File: config.mk
export PLATFORM = sky130hd
export DESIGN_NAME = reorder_buffer
export DESIGN_NICKNAME = d
export VERILOG_FILES = /design/src/rtl/reorder_buffer.sv
export SDC_FILE = /design/constraint.sdc
export NUM_CORES = 1
export LEC_CHECK = 0
export CAP_MARGIN = 20
export CORE_MARGIN = 2
export CORE_UTILIZATION = 35
export DETAILED_ROUTE_END_ITERATION = 12
export SLEW_MARGIN = 20
export SYNTH_ARGS = -nofsm -noshare
export SYNTH_HDL_FRONTEND = slang
export SYNTH_SLANG_ARGS = --single-unit
export TNS_END_PERCENT = 30
File: constraint.sdc
create_clock -name clk -period 12.45 [get_ports clk]
set_clock_uncertainty 0.1 [all_clocks]
set_input_delay 1.8675 -clock clk [delete_from_list [all_inputs] [get_ports clk]]
set_output_delay 1.8675 -clock clk [all_outputs]
set_load 0.01 [all_outputs]
File: src/rtl/reorder_buffer.sv
// ============================================================================
// reorder_buffer
// ----------------------------------------------------------------------------
// In-order retirement buffer sitting directly behind the rename stage.
// Renamed instructions are written at the tail (one per cycle). Writeback
// marks entries done and may flag an exception. The oldest entry retires
// in program order, and its p_old is returned to the free list. An excepting
// head does not retire. Instead the whole buffer is flushed and the rename
// stage receives the PC and rename-history pointer it needs for recovery.
//
// Ports
//   clk, rst          : rising-edge clock, synchronous active-high reset
//   alloc_*           : allocation handshake and payload from rename;
//                       alloc_rob_idx is the slot the allocating entry gets
//   wb_*              : completion from execution (index + exception flag)
//   commit_*          : head retirement (architectural map + free list)
//   flush_*           : one-cycle recovery pulse; pc/hist_ptr hold afterwards
//   count, empty      : occupancy
// ============================================================================
module reorder_buffer #(
    parameter int ROB_SIZE  = 16,
    parameter int PRN_WIDTH = 6,
    parameter int ARN_WIDTH = 5,
    parameter int PC_SIZE   = 64,
    parameter int HISTW     = 5,
    localparam int IDXW     = $clog2(ROB_SIZE),
    localparam int PTRW     = IDXW + 1,
    localparam int CNTW     = $clog2(ROB_SIZE + 1)
) (
    input  logic                 clk,
    input  logic                 rst,

    input  logic                 alloc_valid,
    output logic                 alloc_ready,
    input  logic                 alloc_writes_rd,
    input  logic [ARN_WIDTH-1:0] alloc_rd_arch,
    input  logic [PRN_WIDTH-1:0] alloc_p_new,
    input  logic [PRN_WIDTH-1:0] alloc_p_old,
    input  logic [HISTW-1:0]     alloc_hist_ptr,
    input  logic [PC_SIZE-1:0]   alloc_pc,
    output logic [IDXW-1:0]      alloc_rob_idx,

    input  logic                 wb_valid,
    input  logic [IDXW-1:0]      wb_rob_idx,
    input  logic                 wb_exception,

    output logic                 commit_valid,
    output logic                 commit_writes_rd,
    output logic [ARN_WIDTH-1:0] commit_rd_arch,
    output logic [PRN_WIDTH-1:0] commit_p_new,
    output logic [PRN_WIDTH-1:0] commit_p_old,

    output logic                 flush_valid,
    output logic [PC_SIZE-1:0]   flush_pc,
    output logic [HISTW-1:0]     flush_hist_ptr,

    output logic [CNTW-1:0]      count,
    output logic                 empty
);

    typedef enum logic {
        RUN   = 1'b0,
        FLUSH = 1'b1
    } robState_e;

    robState_e state_q, state_d;

    // Pointers carry one extra wrap bit so full and empty can be told apart.
    logic [PTRW-1:0] headPtr_q, tailPtr_q;

    logic [ROB_SIZE-1:0] valid_q;
    logic [ROB_SIZE-1:0] done_q;
    logic [ROB_SIZE-1:0] exc_q;
    logic [ROB_SIZE-1:0] writesRd_q;

    logic [PRN_WIDTH-1:0] pNew_q   [ROB_SIZE];
    logic [PRN_WIDTH-1:0] pOld_q   [ROB_SIZE];
    logic [ARN_WIDTH-1:0] rdArch_q [ROB_SIZE];
    logic [HISTW-1:0]     hist_q   [ROB_SIZE];
    logic [PC_SIZE-1:0]   pc_q     [ROB_SIZE];

    logic [PC_SIZE-1:0] flushPc_q;
    logic [HISTW-1:0]   flushHist_q;

    logic [IDXW-1:0] headIdx, tailIdx;
    logic            full;
    logic            headExcFire;
    logic            allocFire;
    logic            commitFire;

    assign headIdx = headPtr_q[IDXW-1:0];
    assign tailIdx = tailPtr_q[IDXW-1:0];
    assign full    = (headIdx == tailIdx) && (headPtr_q[IDXW] != tailPtr_q[IDXW]);
    assign empty   = (headPtr_q == tailPtr_q);
    assign count   = CNTW'(tailPtr_q - headPtr_q);

    // The head is done with an exception. Nothing retires, and the next edge flushes.
    assign headExcFire = (state_q == RUN) && valid_q[headIdx] && done_q[headIdx] && exc_q[headIdx];

    assign allocFire  = alloc_valid && alloc_ready;
    assign commitFire = commit_valid;

    assign alloc_rob_idx    = tailIdx;
    assign commit_writes_rd = writesRd_q[headIdx];
    assign commit_rd_arch   = rdArch_q[headIdx];
    assign commit_p_new     = pNew_q[headIdx];
    assign commit_p_old     = pOld_q[headIdx];
    assign flush_pc         = flushPc_q;
    assign flush_hist_ptr   = flushHist_q;

    // State register. FLUSH always lasts exactly one cycle.
    always_ff @(posedge clk) begin
        if (rst) begin
            state_q <= RUN;
        end else begin
            state_q <= state_d;
        end
    end

    // Next state and handshake outputs. Allocation is held off while full, while
    // an exception is waiting at the head, and during the flush cycle. It has no
    // same-cycle bypass from a commit. Commit is gated by reset so that nothing
    // is pushed to the free list during a reset cycle.
    always_comb begin
        state_d      = state_q;
        alloc_ready  = 1'b0;
        commit_valid = 1'b0;
        flush_valid  = 1'b0;
        case (state_q)
            RUN: begin
                alloc_ready  = !rst && !full && !headExcFire;
                commit_valid = !rst && valid_q[headIdx] && done_q[headIdx] && !exc_q[headIdx];
                if (headExcFire) begin
                    state_d = FLUSH;
                end
            end
            FLUSH: begin
                flush_valid = 1'b1;
                state_d     = RUN;
            end
            default: begin
                state_d = RUN;
            end
        endcase
    end

    // Control state: pointers, status bits and captured flush info. A flush
    // wins over writeback, commit and allocation in the same cycle. Writeback
    // only lands on live entries, so late completions after a flush are dropped.
    // An allocated tail slot is never live, and a commit clears the head
    // while a duplicate writeback may touch it. Neither case collides.
    always_ff @(posedge clk) begin
        if (rst) begin
            headPtr_q   <= '0;
            tailPtr_q   <= '0;
            valid_q     <= '0;
            done_q      <= '0;
            exc_q       <= '0;
            flushPc_q   <= '0;
            flushHist_q <= '0;
        end else if (headExcFire) begin
            flushPc_q   <= pc_q[headIdx];
            flushHist_q <= hist_q[headIdx];
            headPtr_q   <= '0;
            tailPtr_q   <= '0;
            valid_q     <= '0;
            done_q      <= '0;
            exc_q       <= '0;
        end else begin
            if (wb_valid && valid_q[wb_rob_idx]) begin
                done_q[wb_rob_idx] <= 1'b1;
                exc_q[wb_rob_idx]  <= wb_exception;
            end
            if (commitFire) begin
                valid_q[headIdx] <= 1'b0;
                headPtr_q        <= headPtr_q + 1'b1;
            end
            if (allocFire) begin
                valid_q[tailIdx] <= 1'b1;
                done_q[tailIdx]  <= 1'b0;
                exc_q[tailIdx]   <= 1'b0;
                tailPtr_q        <= tailPtr_q + 1'b1;
            end
        end
    end

    // Payload storage. It needs no reset because the valid bits qualify every read.
    always_ff @(posedge clk) begin
        if (allocFire) begin
            writesRd_q[tailIdx] <= alloc_writes_rd;
            pNew_q[tailIdx]     <= alloc_p_new;
            pOld_q[tailIdx]     <= alloc_p_old;
            rdArch_q[tailIdx]   <= alloc_rd_arch;
            hist_q[tailIdx]     <= alloc_hist_ptr;
            pc_q[tailIdx]       <= alloc_pc;
        end
    end

endmodule

==> summary.log <==
INFO  critical_path  path_cells=buf_12 > nand3_1 > o21ai_0 > mux4_2 > nand4_1 > nand2_1 > clkdlybuf4s50_1
INFO  critical_path  critical-path-max-stage-delay=850ps
INFO  cells_and_area most_frequent_cells_in_the_layout=sky130_fd_sc_hd__edfxtp_1 (1,392), sky130_fd_sc_hd__mux4_2 (442), sky130_fd_sc_hd__clkdlybuf4s50_1 (194)
INFO  synth          synth_area_leader_cell=sky130_fd_sc_hd__edfxtp_1
INFO  synth          synth_cell_type_count=49
INFO  placed_design  post_dp_cell_area=62,500µm²
INFO  clock_tree     post-cts-setup-buffer-count=0
INFO  critical_path  critical_path.reg2reg.startpoint=headPtr_q[1]$_SDFFE_PP0N_
INFO  drt            drc=0
INFO  timing         finalSetupViolations=0
INFO  power          leakage=20.14nW
INFO  timing         timing_worst_slew_pin_value=1144ps
INFO  drt            drt.antenna.violating_nets=0
INFO  synth          synthesis.instances=2,549
INFO  clock_tree     clock_tree.root_cell=sky130_fd_sc_hd__clkbuf_16
INFO  critical_path  critPathRequiredTime=10,480ps
INFO  synth          mappedNetlistNets=2,658
INFO  timing         relSlewSlack=0.2371
INFO  synth          synth_ff_type=sky130_fd_sc_hd__edfxtp_1
INFO  critical_path  timing.critical_path.fanout_max=142
INFO  clock_tree     post_cts_resize_count=0
INFO  critical_path  worst_setup_path_startpoint=headPtr_q[1]$_SDFFE_PP0N_
INFO  die            ioPinCount=196
INFO  drt            totalWireLength=134,000µm
INFO  cells_and_area layout.cell_area.non_filler=67,390µm²
INFO  timing         period_minus_slack=6619ps
INFO  placed_design  placedCellCount=4,841
INFO  critical_path  critPathTopFamily=buffers and inverters
INFO  synth          synth_area_leaders=sky130_fd_sc_hd__edfxtp_1 (72%), sky130_fd_sc_hd__mux4_2 (17%), sky130_fd_sc_hd__dfxtp_1 (4.6%)
INFO  clock_tree     cts_tree=yes
INFO  synth          async_flop_share=0
INFO  die            die-height=411.3µm
INFO  clock_tree     tritoncts.num_buffers=153
INFO  die            initial_utilization=0.3523
INFO  placed_design  port-buffer-count=195
INFO  synth          yosys_warnings=0
INFO  die            rows=149
INFO  placed_design  dpl.hpwl=73,140µm
INFO  synth          seq_area_frac_synth=0.7655
INFO  global_routing grt_start_max_net_pins=143
INFO  global_routing grt_pass1_wl=194,500µm
INFO  clock_tree     cts.sinks=1,524
INFO  timing         finalHoldWorstSlack=390.2ps
INFO  timing         fin_setup_tns=0ps
INFO  critical_path  critPathArrivalTime=4650ps
INFO  cells_and_area area_delta_synth_final=16.09%
INFO  synth          synth.ff_latch_count=1,524
INFO  global_routing global_route.overflow_total=0
INFO  synth          post_synth_instance_area=58,050µm²
INFO  critical_path  worstSetupPathType=reg -> out
INFO  critical_path  timing.critical_path.buf_inv=2
INFO  cells_and_area final-instance-count-excl-fill=5,125
INFO  clock_tree     cts_htree_levels=4
INFO  global_routing globalRouteTotalUtil=0.1584
INFO  synth          synth_enable_flop_cells=1,392
INFO  global_routing grt_antenna_before_repair=15
INFO  timing         rsz_0062_raised_after_global_routing=no
INFO  drt            detailedRoute.firstPassIterationCount=5
INFO  placed_design  gpl.final_weighted_congestion=0.8262
INFO  clock_tree     insertion_delay=780ps
INFO  cells_and_area mostFrequentLayoutCell=sky130_fd_sc_hd__edfxtp_1
INFO  synth          synthesized_area_per_cell=22.78µm²
INFO  global_routing grt_pass1_vias=27,490
INFO  clock_tree     cts.clk_slew.worst_paths=60ps
INFO  die            chipWidth=411.3µm
INFO  critical_path  timing.critical_path.from_type=register
INFO  timing         setup_slack=5831ps
INFO  clock_tree     ctsHoldBuffers=0
INFO  critical_path  crit_slowest_cell=sky130_fd_sc_hd__dfxtp_4
INFO  hold_path      worst_hold_startpoint=flush_pc[37]$_SDFFE_PP0P_
INFO  status         run_status=complete, no violations
INFO  placed_design  pre_cts_ws=6536ps
INFO  clock_tree     max-clock-path-buffers=3
INFO  hold_path      min_path_type=reg -> reg
INFO  cells_and_area layout.nets=2,917
INFO  critical_path  kind_of_capture_point_of_the_worst_setup_path=primary output
INFO  drt            drt-vias-per-instance=5.171
INFO  drt            num_vias=26,500
INFO  cells_and_area final_core_util=0.4089
INFO  power          p_per_area=153.1nW/µm²
INFO  die            die_area=169,100µm²
INFO  die            core=164,800µm²
INFO  timing         timing_hold_violations_final=0
INFO  timing         timing.final.crit_share=0.5316
INFO  run            timing.max_cap.violations=0
INFO  drt            post_drt_wl_per_cell=26.14µm
INFO  cells_and_area fraction_of_layout_cells_with_a_size_suffix_above_1=0.2523
INFO  timing         achievable-frequency=0.1511GHz
INFO  timing         slew_violations=0
INFO  power          total_power_of_the_final_layout=10.32mW
INFO  drt            drt_first_iter_violations=2,636
INFO  power          power.ir.vdd_worst=0.0001443V
INFO  synth          post-synth-top-area-fraction=0.7200
==> synth_stat cells, drive strengths merged (2+ instances only) <==
cell,number
a211oi,6
a21bo,4
a21o,2
a21oi,11
a22oi,4
a31oi,2
and3,2
and4,2
and4b,2
buf,92
clkbuf,48
dfxtp,132
edfxtp,1392
ha,12
inv,11
mux2i,94
mux4,442
nand2,30
nand2b,2
nand3,28
nand3b,3
nand4,5
nor2,112
nor2b,6
nor3,39
nor3b,5
o21a,23
o21ai,13
o31a,3
or2,2
or3,2
xnor2,6
xor2,2
==> worst min-delay path, cell delays in order (launching register included) <==
cell and delay, ps:
sky130_fd_sc_hd__dfxtp_1 320, sky130_fd_sc_hd__mux2i_1 60, sky130_fd_sc_hd__nor2_1 70
==> report_power, final <==
part           internal, mW  switching (mW)  leakage (nW)  total [mW]
clock                  2.53            1.92          2.38        4.45
sequential             5.61          0.0136          13.6        5.62
combinational        0.0905           0.157          4.15       0.247
==> path summary, 6_finish.rpt <==
path                            cells past startpoint  slack [ps]                         to
worst max-delay path                                7        5830               commit_valid
worst min-delay path                                2         390  flush_pc[37]$_SDFFE_PP0P_
worst max register to register                     11        6870       pc_q[5][7]$_DFFE_PP_
worst min register to register                      2         390  flush_pc[37]$_SDFFE_PP0P_
==> sequential cells by signal, summed over array words and instances, names as in the netlist, named ones only <==
register	count
pc_q	1024
pOld_q	96
writesRd_q	16
valid_q	16
headPtr_q	5
tailPtr_q	5
done_q	16
rdArch_q	80
state_q	1
flush_hist_ptr	5
pNew_q	96
exc_q	16
hist_q	80
flush_pc	64
==> logic make-up after synthesis <==
logic type | count (synthesis) | share of synthesized area
DFF | 1524 | 0.7655
muxes | 537 | 0.1879
and+or+nand+nor | 243 | 0.01912
buffers and inverters | 152 | 0.01442
AOI/OAI and AO/OA | 72 | 0.008923
adders and majority gates | 13 | 0.002931
xor gates and xnor gates | 8 | 0.001207
==> area by class of cell <==
type	instances	area [µm²]
fill	14380	97410
sequential	1524	44460
multi-input combinational	873	12880
clock buffer	194	4085
tap	2189	2739
timing repair buffer	244	2399
clock inverter	86	770.7
inverter	12	55.05
antenna	3	7.507
==> metal layers <==
metal  GRT usage  wire length, µm  vias up
met4     0.04345             2740       16
met2      0.2460            63050      777
met3     0.03887             9026      185
met5           0              101        -
li1            -                -    11260
met1      0.2229            59050    14270
(Power assumes the default switching activity.)
